## config.mk

```make
export PLATFORM = sky130hd
export DESIGN_NAME = adma_chn_arb
export DESIGN_NICKNAME = d
export VERILOG_FILES = /design/src/rtl/adma_arb_pkg.sv /design/src/rtl/adma_rr_pick.sv /design/src/rtl/adma_chn_arb.sv
export SDC_FILE = /design/constraint.sdc
export NUM_CORES = 1
export LEC_CHECK = 0
export ABC_AREA = 1
export CAP_MARGIN = 30
export CORE_MARGIN = 5
export CORE_UTILIZATION = 47
export DETAILED_ROUTE_END_ITERATION = 16
export PLACE_DENSITY_LB_ADDON = 0.05
export SYNTH_ARGS = -nofsm -noshare
export SYNTH_HDL_FRONTEND = slang
export SYNTH_SLANG_ARGS = --single-unit
```

## constraint.sdc

```tcl
create_clock -name aclk -period 2.25 [get_ports aclk]
set_clock_uncertainty 0.05 [all_clocks]
set_input_delay 0.5625 -clock aclk [delete_from_list [all_inputs] [get_ports aclk]]
set_output_delay 0.5625 -clock aclk [all_outputs]
set_load 0.05 [all_outputs]
```

## src/rtl/adma_arb_pkg.sv

```systemverilog
// Shared types and helpers for the ADMA channel arbiter.
package adma_arb_pkg;

    typedef enum logic {
        ARB_IDLE = 1'b0,
        ARB_BUSY = 1'b1
    } arb_state_t;

    // Width of a channel id; never narrower than one bit.
    function automatic int chn_id_w(input int n);
        return (n <= 2) ? 1 : $clog2(n);
    endfunction

    // Cyclic increment modulo n; n need not be a power of two.
    function automatic int cyc_inc(input int idx, input int n);
        return (idx + 1 >= n) ? 0 : idx + 1;
    endfunction

endpackage

```

## src/rtl/adma_rr_pick.sv

```systemverilog
// Rotating priority encoder: first set bit of elig at or after start,
// searching cyclically modulo N.
module adma_rr_pick
    import adma_arb_pkg::*;
#(
    parameter int N    = 4,
    parameter int ID_W = chn_id_w(N)
) (
    input  logic [N-1:0]    elig,
    input  logic [ID_W-1:0] start,
    output logic [ID_W-1:0] win,
    output logic            any_vld
);

    // Walk offsets from farthest to nearest so the nearest eligible wins.
    always_comb begin
        win     = '0;
        any_vld = 1'b0;
        for (int i = N - 1; i >= 0; i--) begin
            if (elig[(int'(start) + i) % N]) begin
                win     = ID_W'((int'(start) + i) % N);
                any_vld = 1'b1;
            end
        end
    end

endmodule

```

## src/rtl/adma_chn_arb.sv

```systemverilog
// Weighted round-robin arbiter sharing the AXI master datapath among DMA
// channels. One grant covers one burst; an owner keeps the datapath for up
// to rate+1 consecutive bursts while it keeps requesting.
// Optional watchdog: define ADMA_ARB_TIMEOUT_EN to release a grant that
// sees no burst_done_i for ARB_TIMEOUT busy cycles.
module adma_chn_arb
    import adma_arb_pkg::*;
#(
    parameter int DMA_CHN_NUM   = 4,
    parameter int DMA_CHN_ARB_W = 3,
    parameter int ARB_TIMEOUT   = 1024,
    localparam int CHN_ID_W     = chn_id_w(DMA_CHN_NUM)
) (
    input  logic                     aclk,
    input  logic                     areset,
    input  logic                     dma_en_i,
    input  logic [DMA_CHN_NUM-1:0]   chn_en_i,
    input  logic [DMA_CHN_ARB_W-1:0] chn_arb_rate_i [0:DMA_CHN_NUM-1],
    input  logic [DMA_CHN_NUM-1:0]   req_vld_i,
    output logic [DMA_CHN_NUM-1:0]   req_rdy_o,
    output logic                     gnt_vld_o,
    output logic [CHN_ID_W-1:0]      gnt_chn_id_o,
    input  logic                     burst_done_i,
    output logic                     arb_timeout_o
);

    arb_state_t               state_reg;
    logic [CHN_ID_W-1:0]      rr_ptr_reg;
    logic [CHN_ID_W-1:0]      owner_reg;
    logic [DMA_CHN_ARB_W-1:0] cnt_reg;
    logic                     sticky_reg;
    logic                     gnt_vld_reg;
    logic [DMA_CHN_NUM-1:0]   req_rdy_reg;

    logic [DMA_CHN_NUM-1:0]   elig;
    logic [DMA_CHN_NUM-1:0]   rdy_onehot;
    logic [CHN_ID_W-1:0]      owner_next;
    logic [CHN_ID_W-1:0]      search_start;
    logic [CHN_ID_W-1:0]      pick_win;
    logic [CHN_ID_W-1:0]      grant_id;
    logic                     pick_any;
    logic                     sticky_hit;
    logic                     grant_any;

    genvar gi;
    generate
        for (gi = 0; gi < DMA_CHN_NUM; gi++) begin : g_chn
            assign elig[gi]       = dma_en_i & chn_en_i[gi] & req_vld_i[gi];
            assign rdy_onehot[gi] = (grant_id == CHN_ID_W'(gi));
        end
    endgenerate

    assign owner_next = CHN_ID_W'(cyc_inc(int'(owner_reg), DMA_CHN_NUM));
    // A sticky owner that still requests continues its turn without a search.
    assign sticky_hit   = sticky_reg & elig[owner_reg];
    // A sticky owner that stopped requesting forfeits: search resumes after it.
    assign search_start = sticky_reg ? owner_next : rr_ptr_reg;

    adma_rr_pick #(
        .N    (DMA_CHN_NUM),
        .ID_W (CHN_ID_W)
    ) u_pick (
        .elig    (elig),
        .start   (search_start),
        .win     (pick_win),
        .any_vld (pick_any)
    );

    assign grant_id  = sticky_hit ? owner_reg : pick_win;
    assign grant_any = sticky_hit | pick_any;

`ifdef ADMA_ARB_TIMEOUT_EN
    localparam int TO_W = $clog2(ARB_TIMEOUT + 1);
    logic [TO_W-1:0] busy_cnt_reg;
    logic            timeout_reg;
`endif

    // Arbiter FSM: grant in IDLE, hold ownership in BUSY until the burst ends.
    always_ff @(posedge aclk) begin
        if (areset) begin
            state_reg   <= ARB_IDLE;
            rr_ptr_reg  <= '0;
            owner_reg   <= '0;
            cnt_reg     <= '0;
            sticky_reg  <= 1'b0;
            gnt_vld_reg <= 1'b0;
            req_rdy_reg <= '0;
`ifdef ADMA_ARB_TIMEOUT_EN
            busy_cnt_reg <= '0;
            timeout_reg  <= 1'b0;
`endif
        end else begin
            req_rdy_reg <= '0;
`ifdef ADMA_ARB_TIMEOUT_EN
            timeout_reg <= 1'b0;
`endif
            case (state_reg)
                ARB_IDLE: begin
                    if (!sticky_hit) begin
                        sticky_reg <= 1'b0;
                    end
                    if (grant_any) begin
                        state_reg   <= ARB_BUSY;
                        req_rdy_reg <= rdy_onehot;
                        gnt_vld_reg <= 1'b1;
                        owner_reg   <= grant_id;
                        // A continuing owner keeps its remaining burst budget.
                        if (!sticky_hit) begin
                            cnt_reg <= chn_arb_rate_i[pick_win];
                        end
`ifdef ADMA_ARB_TIMEOUT_EN
                        busy_cnt_reg <= '0;
`endif
                    end
                end
                ARB_BUSY: begin
                    if (burst_done_i) begin
                        state_reg   <= ARB_IDLE;
                        gnt_vld_reg <= 1'b0;
                        if (cnt_reg == '0) begin
                            sticky_reg <= 1'b0;
                            rr_ptr_reg <= owner_next;
                        end else begin
                            cnt_reg    <= cnt_reg - 1'b1;
                            sticky_reg <= 1'b1;
                        end
                    end
`ifdef ADMA_ARB_TIMEOUT_EN
                    else if (busy_cnt_reg == TO_W'(ARB_TIMEOUT - 1)) begin
                        state_reg   <= ARB_IDLE;
                        gnt_vld_reg <= 1'b0;
                        timeout_reg <= 1'b1;
                        sticky_reg  <= 1'b0;
                        rr_ptr_reg  <= owner_next;
                    end else begin
                        busy_cnt_reg <= busy_cnt_reg + 1'b1;
                    end
`endif
                end
                default: state_reg <= ARB_IDLE;
            endcase
        end
    end

    assign req_rdy_o    = req_rdy_reg;
    assign gnt_vld_o    = gnt_vld_reg;
    assign gnt_chn_id_o = owner_reg;

`ifdef ADMA_ARB_TIMEOUT_EN
    assign arb_timeout_o = timeout_reg;
`else
    // No watchdog: ownership lasts until burst_done_i; output is constant 0.
    assign arb_timeout_o = (ARB_TIMEOUT < 0);
`endif

endmodule

```

==> results by stage, run 1 <==
Synth:
- Yosys mapped a number of flops with a built-in enable equal to 0.
- The synthesized area is ~1100 um^2.
- The number of warnings printed during yosys synthesis is 0.
- By count the netlist is led by sky130_fd_sc_hd__nand2_1, sky130_fd_sc_hd__nand3_1, sky130_fd_sc_hd__inv_1.
- The per-instance average area after synthesis is approximately 6.4 um^2.
- Counting flops with an async set or reset pin after synthesis yields a share of 0%.
- For this run, the leading register cell type out of synthesis is sky130_fd_sc_hd__dfxtp_1.
- The library cell with the highest instance count after synthesis is sky130_fd_sc_hd__nand2_1.
- Synthesis produced a netlist with a net count of 200.
- By area the synthesized netlist is led by sky130_fd_sc_hd__dfxtp_1, sky130_fd_sc_hd__nand2_1, sky130_fd_sc_hd__nand3_1.
- Sequential cells were found to cover roughly a quarter of the synthesized design area.
- The proportion of netlist area held by the largest area contributor is roughly a quarter.
- The cell count after synthesis came out at approximately 170.
- The biggest area contributor in the post-synthesis netlist is sky130_fd_sc_hd__dfxtp_1.
- The synthesized flop and latch total is 14.
- The count of unique library cells instantiated by Yosys is 28.

Placed design:
- The number of port buffers is 30.
- The final weighted congestion in routability-driven placement is around 0.85.
- The half-perimeter wire length after placement is 2.41 mm.

Worst setup path:
- The critical path capture point type is a flip-flop.
- The kind of start point of the critical path is a primary input.
- The critical path in this run is classified as primary input to flip-flop.
- STA puts the critical path data required time at approximately 2.4 ns.
- Data arrives at the worst endpoint at ~2.3 ns.
- Of all nets on the critical path, the largest fanout is 4.
- In this run the register-to-register setup slack is about 0.11 ns.

STA:
- Final hold analysis gives a worst-case slack of 0.436 ns.
- The measured slew at the worst slew-check pin is between 0.4 and 0.5 ns.
- Headroom to the max-slew limit came out at 66.7%.
- After routing, the total negative slack on setup checks comes to 0 ns.
- The post-route fraction of the period consumed by the critical path is between 90% and 100%.
- The smallest clock period supported by the final layout is computed as around 2.1 ns.
- The number of hold-slack violations in the final timing report is 0.
- Setup violations remaining at the end of the flow were counted as 0.
- The total count of max-transition violations in the final report is 0.
- Based on the critical path, the design can be clocked at up to approximately 470 MHz.

Global route:
- The total overflow left after global routing is 0.
- The first-pass GRT wire length is 4.57 mm.
- Global routing consumed, over all layers together, between 10% and 20% of the routing resources.
- Entering global routing, the biggest net connects 11 pins.
- The number of antenna violations at the first check in global routing came to 0.
- The via count of the first global-routing pass is 1144.

Finish:
- Compared with the post-synthesis result, the final layout area differs by 42.2%.
- The repair_antennas step left the layout with diodes totalling 0.
- The register with the most flip-flops in the layout has 4 of them.
- At the end of the flow, the number of nets in the layout was 242.
- Cells with a size suffix above 1 make up between 20% and 30% of the layout.

Power and ir drop:
- The power density over the cells is roughly 1200 nW/um^2.
- The static leakage is roughly 0.00077 uW.
- The maximum VDD drop is approximately 0.60 mV.

Clock network:
- Hold repair after CTS inserted 0 buffers.
- The number of clock buffers added by TritonCTS is 3.
- The TritonCTS clock tree is built.
- The longest clock path from root to sink contains 2 buffers.
- For this design, the sink count on the clock tree is 14.
- The master cell of the clock root buffer is sky130_fd_sc_hd__clkbuf_4.
- The later pin in the worst-skew pair is clocked with a latency of between 0.2 and 0.3 ns.
- CTS built an H-tree with a depth of 1.
- The clock edge transition at the registers on the reported setup and hold paths is ~0.09 ns.

Drt:
- The total wire length after detailed routing is 3.02 mm.
- After detailed routing, the average wire length per cell comes to ~12 um.
- The count of antenna-violating nets left after detailed routing is 0.
- The number of iterations in the first detailed-routing pass is 4.
- After detailed routing, the number of vias per cell comes to 5.09.
- The final route contains about 1200 vias.
- The count of unresolved DRC violations after routing is 0.
- The DRC violation total after the first TritonRoute iteration is 19.

Floorplan:
- The number of core rows is 17.
- The core region is ~2200 um^2.
- Pin placement for this block handled 32 I/O pins.
- The floorplan step defined a die boundary enclosing 3450 um^2.
- The effective utilization at floorplan is around half.
- The chip width is between 50 and 60 um.
- The floorplan die height is around 59 um.

Flow run:
- The max-capacitance violation count is 0.

Status:
- The flow ran to the end, and the final reports show no timing, DRC or antenna violations.

Hold path:
- The tightest min-delay check is of the flip-flop to flip-flop type.
power breakdown:
| group | internal, uW | total [uW] | switching (uW) |
|---|---|---|---|
| Clock | 98.8 | 184 | 85.0 |
| Sequential | 330 | 393 | 63.0 |
| Combinational | 473 | 1270 | 796 |
cell families (layout without fill, tap and decap cells):
| logic type | count (synthesis) | in the layout | synth area share (%) |
|---|---|---|---|
| AOI/OAI and AO/OA | 22 | 22 | 12.8 |
| and+or+nand+nor | 112 | 112 | 51.0 |
| adders and majority gates | 3 | 3 | 3.37 |
| other | 1 | 1 | 0.336 |
| DFF | 14 | 14 | 25.1 |
| buffers and inverters | 21 | 62 | 7.41 |
cell usage in the layout, fill, tap and decap left out, types with 4 or more instances in the layout:
master,n
sky130_fd_sc_hd__nand2_1,42
sky130_fd_sc_hd__clkdlybuf4s50_1,29
sky130_fd_sc_hd__nand3_1,25
sky130_fd_sc_hd__inv_1,16
sky130_fd_sc_hd__nor2_1,14
sky130_fd_sc_hd__dfxtp_1,12
sky130_fd_sc_hd__nand2_2,8
sky130_fd_sc_hd__buf_4,8
sky130_fd_sc_hd__nand3_2,7
sky130_fd_sc_hd__o21ai_0,7
sky130_fd_sc_hd__a21oi_1,7
sky130_fd_sc_hd__nand2_4,4
what timing repair did:
action / 4_1_cts / 5_1_grt
endpoints found under the setup margin: 0 / 9
endpoints found under the hold margin: 0 / 0
resized for setup: 0 / 13
setup buffers: 0 / 2
critical path, stage by stage:
cell                              delay [ns]
sky130_fd_sc_hd__clkdlybuf4s50_1        0.50
sky130_fd_sc_hd__nand3_2                0.12
sky130_fd_sc_hd__inv_1                  0.08
sky130_fd_sc_hd__nand3_1                0.09
sky130_fd_sc_hd__nand2_1                0.11
sky130_fd_sc_hd__nand2_1                0.09
sky130_fd_sc_hd__nand2_1                0.08
sky130_fd_sc_hd__inv_2                  0.04
sky130_fd_sc_hd__nand2_1                0.06
sky130_fd_sc_hd__nand2_1                0.06
sky130_fd_sc_hd__nand2_2                0.10
sky130_fd_sc_hd__buf_4                  0.12
sky130_fd_sc_hd__nand3_1                0.09
sky130_fd_sc_hd__nand3_1                0.13
sky130_fd_sc_hd__a21oi_2                0.06
stage by stage:
| stage | std cells | instance area [um^2] | setup slack [ns] | utilization [%] | total power (uW) |
|---|---|---|---|---|---|
| after floorplan | 173 | 1120 | 0.0147 | - | 1280 |
| after global placement | 236 | 1490 | -0.165 | 66.7 | 1550 |
| after detailed placement | 236 | 1490 | -0.255 | 66.7 | 1600 |
| after CTS | 240 | 1530 | 0.0485 | 68.3 | 1780 |
| after global routing | 242 | 1590 | -0.00700 | 71.0 | 2000 |
| final | 242 | 1590 | 0.101 | 71.0 | 1850 |
layout make-up:
class / count / area, um^2
Timing Repair Buffer: 38 / 363
Inverter: 20 / 75.1
Multi-Input combinational cell: 138 / 791
Clock buffer: 4 / 36.3
Tap cell: 28 / 35.0
Sequential cell: 14 / 285
Fill cell: 197 / 648
per-layer routing:
layer | track usage (%) | share of wire, % | vias to the layer above
li1 | - | - | 641
met2 | 29.3 | 50 | 30
met3 | 0.658 | 3.7 | 7
met1 | 21.0 | 43 | 553
met4 | 7.77 | 2.4 | 0
met5 | 0 | 0 | -
final timing paths:
path | from | end | cells past startpoint
worst min register to register | gnt_vld_o | gnt_vld_o | 2
worst max-delay path | chn_en_i[3] | cnt_reg[2] | 15
worst max register to register | gnt_chn_id_o[0] | cnt_reg[2] | 13
worst min-delay path | gnt_vld_o | gnt_vld_o | 2
Note: power is estimated with default switching activity, not from simulation.
==> run 2: changes to the inputs <==
--- a/config.mk
+++ b/config.mk
@@ -8,7 +8,7 @@
 export ABC_AREA = 1
 export CAP_MARGIN = 30
 export CORE_MARGIN = 5
-export CORE_UTILIZATION = 47
+export CORE_UTILIZATION = 42
 export DETAILED_ROUTE_END_ITERATION = 16
 export PLACE_DENSITY_LB_ADDON = 0.05
 export SYNTH_ARGS = -nofsm -noshare
==> constraint.sdc (replaced) <==
create_clock -name aclk -period 1.73 [get_ports aclk]
set_clock_uncertainty 0.05 [all_clocks]
set_input_delay 0.4325 -clock aclk [delete_from_list [all_inputs] [get_ports aclk]]
set_output_delay 0.4325 -clock aclk [all_outputs]
set_load 0.05 [all_outputs]
==> results by stage, run 2 (synthesized netlist as in run 1, its figures left out) <==
Floorplan:
- The die covers roughly 3800 um^2.
- The floorplan die height is about 62 um.
- 32 I/O pins were placed.
- The core region is about 2500 um^2.
- The floorplan has 18 rows.
- The chip width is just over 60 um.
- The effective utilization at floorplan is 44.6%.

Power and ir drop:
- For this design the total switching power over the nets is approximately 1500 uW.
- Net switching is between 50% and 60% of the power.
- The sequential share of power is about 18%.
- The part of the total power dissipated in the clock network is about 6.5%.
- Power spread over the standard cell area amounts to roughly 1500 nW/um^2.
- The design draws 2930 uW.
- Internal power comes to about 1400 uW.
- The static leakage is between 0.0009 and 0.001 uW.
- The maximum VDD drop is roughly 1.2 mV.
- Combinational cells account for 75.5% of the total power.

Worst setup path:
- The depth of the worst register-to-register path is 14.
- The largest incremental delay on the critical path is 0.37 ns.
- The worst setup slack for register-to-register paths is -0.26 ns.
- In this run the critical register-to-register path is captured at cnt_reg[2].
- Traced cell by cell, the critical path runs through ha_4 -> inv_2 -> nand2_1 -> nand2_2 -> nand3_2 -> nand2_2 -> nand2_1 -> nand2_1 -> nor2_2 -> nand3_2 -> o21ai_4 -> nand2_1 -> nand2_1 -> a21oi_2.
- At the worst endpoint, the required time is approximately 1.9 ns.
- The kind of start point of the critical path is a flip-flop.
- The worst setup path is captured at a flip-flop.
- For the worst setup path, the data arrival time is 2.13 ns.
- Counting stages on the worst path, the most repeated cell is sky130_fd_sc_hd__nand2_1.
- Among all stages on the critical path, the largest delay is contributed by sky130_fd_sc_hd__dfxtp_4.
- The critical-path maximum fanout is 6.
- The type of the worst setup path is flip-flop to flip-flop.
- The startpoint of the lowest-slack register-to-register path is gnt_chn_id_o[0].

Drt:
- The count of antenna-violating nets left after detailed routing is 0.
- After the first detailed-routing iteration, the DRC count stood at slightly above 50.
- The number of iterations in the first detailed-routing pass is 4.
- In the routed layout, each cell is associated on average with a via count of 5.24.
- For this block, the via count after detailed routing is around 1300.
- Dividing the detail-routed wire length by the instance count gives between 10 and 15 um.
- For this run, design rule violations remaining after detail routing come to 0.
- The routed design has 3.35 mm of wire.

Clock network:
- Buffers inserted to repair hold after CTS numbered 0.
- The number of levels the H-tree was split into is 1.
- The clock edge transition at the registers on the reported setup and hold paths is 0.08 ns.
- TritonCTS built the clock tree.
- The master cell of the clock root buffer is sky130_fd_sc_hd__clkbuf_4.
- The CTS buffer count is 3.
- Counting along the longest clock path gives a buffer depth of 2.
- The insertion delay of the later-clocked pin in the worst-skew pair is approximately 0.28 ns.
- The clock sink count is 14.

Placed design:
- The post-detailed-placement cell area is about 1600 um^2.
- The number of port buffers is 30.
- The final weighted congestion in routability-driven placement is 0.831.
- Detailed placement ended at an HPWL of roughly 2.4 mm.
- OpenSTA, run right after detailed placement, puts the worst setup slack at -0.693 ns.

Status:
- The final reports fail on negative setup slack.
- The run finished, with violations left.

STA:
- The number of hold-slack violations in the final timing report is 0.
- The count of endpoints failing setup in the final report is 12.
- The maximum achievable frequency is between 500 and 600 MHz.
- The total negative slack is -2.38 ns.
- Setup repair after global routing could not meet its margin everywhere.
- The shortest period the worst path allows is between 1.5 and 2 ns.
- Setup slack on the critical path of the routed design comes to -0.264 ns.
- After layout, the worst path uses 115% of the clock period.
- The total count of max-transition violations in the final report is 0.

Finish:
- The final-stage net count is 254.
- The final design area excluding fillers is approximately 1900 um^2.
- The register with the most flip-flops in the layout has 4 of them.
- The post-route netlist has roughly 45% of its cells at a drive strength greater than 1.
- The area growth from synthesis to final layout is 70.4%.
- In the layout the commonest cells are sky130_fd_sc_hd__nand2_1, sky130_fd_sc_hd__buf_4, sky130_fd_sc_hd__nand3_2, sky130_fd_sc_hd__clkdlybuf4s50_1, sky130_fd_sc_hd__inv_1.
- The final antenna diode count is 0.
- The most common cell after layout, fill and taps aside is sky130_fd_sc_hd__nand2_1.

Hold path:
- Along the worst hold path, the cell count comes to 2.
- The worst min-delay path class is flip-flop to flip-flop.
- In this run the most critical hold path is launched from gnt_vld_o.
- The hold-critical path endpoint is gnt_vld_o.

Global route:
- The total global routing track utilization is 19.2%.
- The first global-routing pass estimated 5.56 mm of wire.
- Entering global routing, the biggest net connects 9 pins.
- The via count of the first global-routing pass is between 1000 and 1500.
- After global routing the overflow that remains totals 0.
- The number of antenna violations at the first check in global routing came to 0.

Flow run:
- The tool flagged a number of max-cap violations equal to 0.
[run 2: changes by cell type in the layout (fill, tap and decap cells not counted), moves of 4 or more]
| cell | before | now |
|---|---|---|
| sky130_fd_sc_hd__buf_4 | 8 | 22 |
| sky130_fd_sc_hd__nand2_4 | 4 | 10 |
| sky130_fd_sc_hd__nand3_2 | 7 | 20 |
| sky130_fd_sc_hd__nand3_1 | 25 | 10 |
| sky130_fd_sc_hd__nand2_1 | 42 | 35 |
| sky130_fd_sc_hd__clkdlybuf4s50_1 | 29 | 20 |
| sky130_fd_sc_hd__buf_12 | 0 | 4 |
[run 2: worst max-delay path by stage]
stage	startpoint	to	slack, ns	cells after the start
3_3_place_gp	dma_en_i	req_rdy_o[3]	-0.59	13
5_1_grt	gnt_chn_id_o[0]	req_rdy_o[1]	-0.38	13
6_report	gnt_chn_id_o[0]	cnt_reg[2]	-0.26	14
2_1_floorplan	gnt_chn_id_o[0]	req_rdy_o[3]	-0.17	15
3_5_place_dp	dma_en_i	cnt_reg[2]	-0.69	14
4_1_cts	gnt_chn_id_o[0]	req_rdy_o[3]	-0.24	15
[run 2: final cells by class]
| type | count | area, um^2 |
|---|---|---|
| tap | 30 | 37.5 |
| inverter | 20 | 80.1 |
| clock buffer | 3 | 22.5 |
| fill | 187 | 601 |
| timing repair buffer | 50 | 483 |
| sequential | 14 | 289 |
| multi-input combinational | 138 | 983 |
| clock inverter | 1 | 3.75 |
[run 2: layer usage]
metal  track usage (%)  routed length, um  vias to the layer above
li1                  -                  -                      673
met1              23.1               1390                      616
met2              32.7               1660                       45
met3              5.66                236                        7
met4              6.06                 60                        0
met5                 0                  0                        -
[run 2: timing repair]
action	4_1_cts	5_1_grt
pin swaps	22	9
buffers inserted	4	1
resized for setup	30	19
setup endpoints to repair	12	12
[run 2: worst max-delay path: cells and delay by family, from the launching register on]
family          cells  cell delay, ns
buf+inv             1            0.04
simple gates       10            0.86
flops               1            0.37
fa+ha+maj           1            0.28
compound gates      2            0.27
[run 2: power by group through the flow]
| stage | sequential, uW | clock, uW | combinational (uW) |
|---|---|---|---|
| 4_1_cts | 523 | 197 | 2030 |
| 6_report | 527 | 191 | 2210 |
| 5_1_grt | 542 | 216 | 2400 |
| 3_3_place_gp | 518 | 0 | 1760 |
| 2_1_floorplan | 672 | 0 | 1070 |
| 3_5_place_dp | 522 | 0 | 1800 |
[run 2: through the flow]
step | util [%] | hold slack, ns | cells
after floorplan | - | 0.454 | 173
after global placement | 65.6 | 0.467 | 247
after detailed placement | 65.6 | 0.463 | 247
after CTS | 72.3 | 0.477 | 255
after global routing | 76.0 | 0.530 | 256
final | 76.0 | 0.478 | 256
==> run 3: changes to the inputs <==
--- a/config.mk
+++ b/config.mk
@@ -10,7 +10,8 @@
 export CORE_MARGIN = 5
 export CORE_UTILIZATION = 42
 export DETAILED_ROUTE_END_ITERATION = 16
-export PLACE_DENSITY_LB_ADDON = 0.05
+export PLACE_DENSITY = 0.75
 export SYNTH_ARGS = -nofsm -noshare
 export SYNTH_HDL_FRONTEND = slang
 export SYNTH_SLANG_ARGS = --single-unit
+export TNS_END_PERCENT = 10
==> results by stage, run 3 (synthesized netlist as in run 1, its figures left out) <==
Status:
- The checks that failed: negative setup slack.
- The flow ran to the end, but the final reports show violations.

STA:
- The number of hold-slack violations in the final timing report is 0.
- Setup repair after global routing could not meet its margin everywhere.
- Based on the critical path, the design can be clocked at up to between 500 and 600 MHz.
- The total negative slack is -2.02 ns.
- The count of endpoints failing setup in the final report is 11.
- The worst path setup slack after routing is -0.256 ns.
- The total count of max-transition violations in the final report is 0.
- The post-route fraction of the period consumed by the critical path is 115%.
- The shortest period the worst path allows is between 1.5 and 2 ns.

Floorplan:
- Once the floorplan was initialized, standard cells occupied between 40% and 50% of the core.
- The core area is 2500 um^2.
- The die covers about 3800 um^2.
- The floorplan die height is roughly 60 um.
- In this run the core area contains 18 standard-cell rows.
- In this run the count of I/O pins placed on the die edge is 32.
- The chip width is 61.5 um.

Drt:
- Once detail routing completed, the nets flagged for antenna violations numbered 0.
- Summing over every cut layer, the via total after detailed routing is between 1000 and 1500.
- Dividing the detail-routed wire length by the instance count gives about 12 um.
- After detailed routing, the number of vias per cell comes to roughly 5.0.
- The count of unresolved DRC violations after routing is 0.
- The total wire length after detailed routing is between 3 and 4 mm.
- The number of iterations in the first detailed-routing pass is 4.
- The DRC violation total after the first TritonRoute iteration is 34.

Global route:
- Entering global routing, the biggest net connects 9 pins.
- The first global-routing pass estimated between 5 and 6 mm of wire.
- Global routing consumed, over all layers together, around 18% of the routing resources.
- Global routing finished with a remaining overflow of 0.
- The number of antenna violations at the first check in global routing is 0.
- The via count of the first global-routing pass is 1263.

Power and ir drop:
- In this run the static leakage power is approximately 0.00085 uW.
- The power density over the cells is about 1500 nW/um^2.
- Across the VDD grid, the largest voltage drop is 1.51 mV.
- The final total power is 2680 uW.

Worst setup path:
- The type of the worst setup path is primary input to flip-flop.
- The worst setup path is launched from a primary input.
- The critical-path maximum fanout is 7.
- STA puts the critical path data required time at around 1.9 ns.
- STA classifies the critical path endpoint as a flip-flop.
- The data arrival time of the worst path is between 2 and 2.5 ns.

Flow run:
- Across the run, the number of max-cap violations was 0.

Clock network:
- The tree is rooted in a sky130_fd_sc_hd__clkbuf_4.
- The clock drives 14 sinks.
- The TritonCTS clock tree is built.
- Clock-pin slew was measured on the worst setup and hold paths at around 0.08 ns.
- The maximum number of buffers from clock root to sink is 2.
- For the worst-skew pair, the clock arrives at the later sink with an insertion delay of roughly 0.28 ns.
- The number of levels the H-tree was split into is 1.
- TritonCTS created 3 clock buffers.

Placed design:
- The final weighted congestion in routability-driven placement is 0.849.
- Buffers placed on the I/O ports in this run total 30.
- The wire-length estimate of the detail-placed layout is around 2.4 mm.

Finish:
- Relative to the synthesized area, the layout overhead comes to 57.1%.
- The register with the most flip-flops in the layout has 4 of them.
- The net count of the finished layout is 253.
- In the layout the commonest cells are sky130_fd_sc_hd__nand2_1, sky130_fd_sc_hd__nand3_1, sky130_fd_sc_hd__buf_4.
- The share of layout cells above drive strength 1 is between 30% and 40%.
- The most common cell after layout, fill and taps aside is sky130_fd_sc_hd__nand2_1.
- The final antenna diode count is 0.

Hold path:
- The tightest min-delay check is of the flip-flop to flip-flop type.
[run 3: stage by stage]
stage | cell area (um^2) | instances | utilization [%] | hold slack (ns) | setup WS, ns
global route | 1750 | 255 | 70.1 | 0.518 | -0.374
finish | 1750 | 255 | 70.1 | 0.488 | -0.256
CTS | 1690 | 253 | 67.4 | 0.493 | -0.221
detailed placement | 1600 | 247 | 64.1 | 0.479 | -0.670
floorplan | 1140 | 173 | - | 0.454 | -0.186
global placement | 1600 | 247 | 64.1 | 0.466 | -0.558
[run 3: timing repair]
action                     in CTS  in global routing
resized for setup              15                 16
buffers inserted                2                  2
pin swaps                       4                 12
hold buffers                    0                  0
setup endpoints to repair      12                 12
[run 3: power breakdown]
group / leakage, uW / internal (uW) / switching, uW
Sequential: 0.000117 / 432 / 87.4
Clock: 0.0000154 / 83.9 / 105
Combinational: 0.000722 / 823 / 1150
[run 3: final timing paths]
kind,start,to,slack [ns],cells past startpoint
setup reg to reg,gnt_chn_id_o[0],cnt_reg[2],-0.22,16
setup / recovery,req_vld_i[0],cnt_reg[2],-0.26,13
hold / removal,gnt_vld_o,gnt_vld_o,0.49,2
hold reg to reg,gnt_vld_o,gnt_vld_o,0.49,2
[run 3: layer usage]
metal  global-route usage (%)  part of all wire [%]  vias to the layer above  routed length [um]
li1                         -                     -                      667                   -
met1                     19.7                    43                      566                1300
met2                     30.8                    50                       42                1520
met3                     5.45                   5.2                       10                 159
met4                     6.67                   2.3                        0                  70
met5                        0                     0                        -                   0
[run 3: cell type report]
cell class | instances | area (um^2)
multi-input combinational | 138 | 856
fill | 206 | 748
timing repair buffer | 49 | 468
sequential | 14 | 289
inverter | 20 | 75.1
tap | 30 | 37.5
clock buffer | 3 | 22.5
clock inverter | 1 | 3.75
[run 3: critical path, stage by stage]
cell                              delay [ns]
sky130_fd_sc_hd__clkdlybuf4s50_1        0.49
sky130_fd_sc_hd__nand3_2                0.12
sky130_fd_sc_hd__nand3_1                0.14
sky130_fd_sc_hd__nand3_1                0.12
sky130_fd_sc_hd__nand2_2                0.10
sky130_fd_sc_hd__nand3_2                0.11
sky130_fd_sc_hd__nand2_2                0.10
sky130_fd_sc_hd__nand2_4                0.09
sky130_fd_sc_hd__nand2_8                0.10
sky130_fd_sc_hd__nand2_1                0.07
sky130_fd_sc_hd__nand3_2                0.08
sky130_fd_sc_hd__nand3_2                0.08
sky130_fd_sc_hd__a21oi_2                0.13
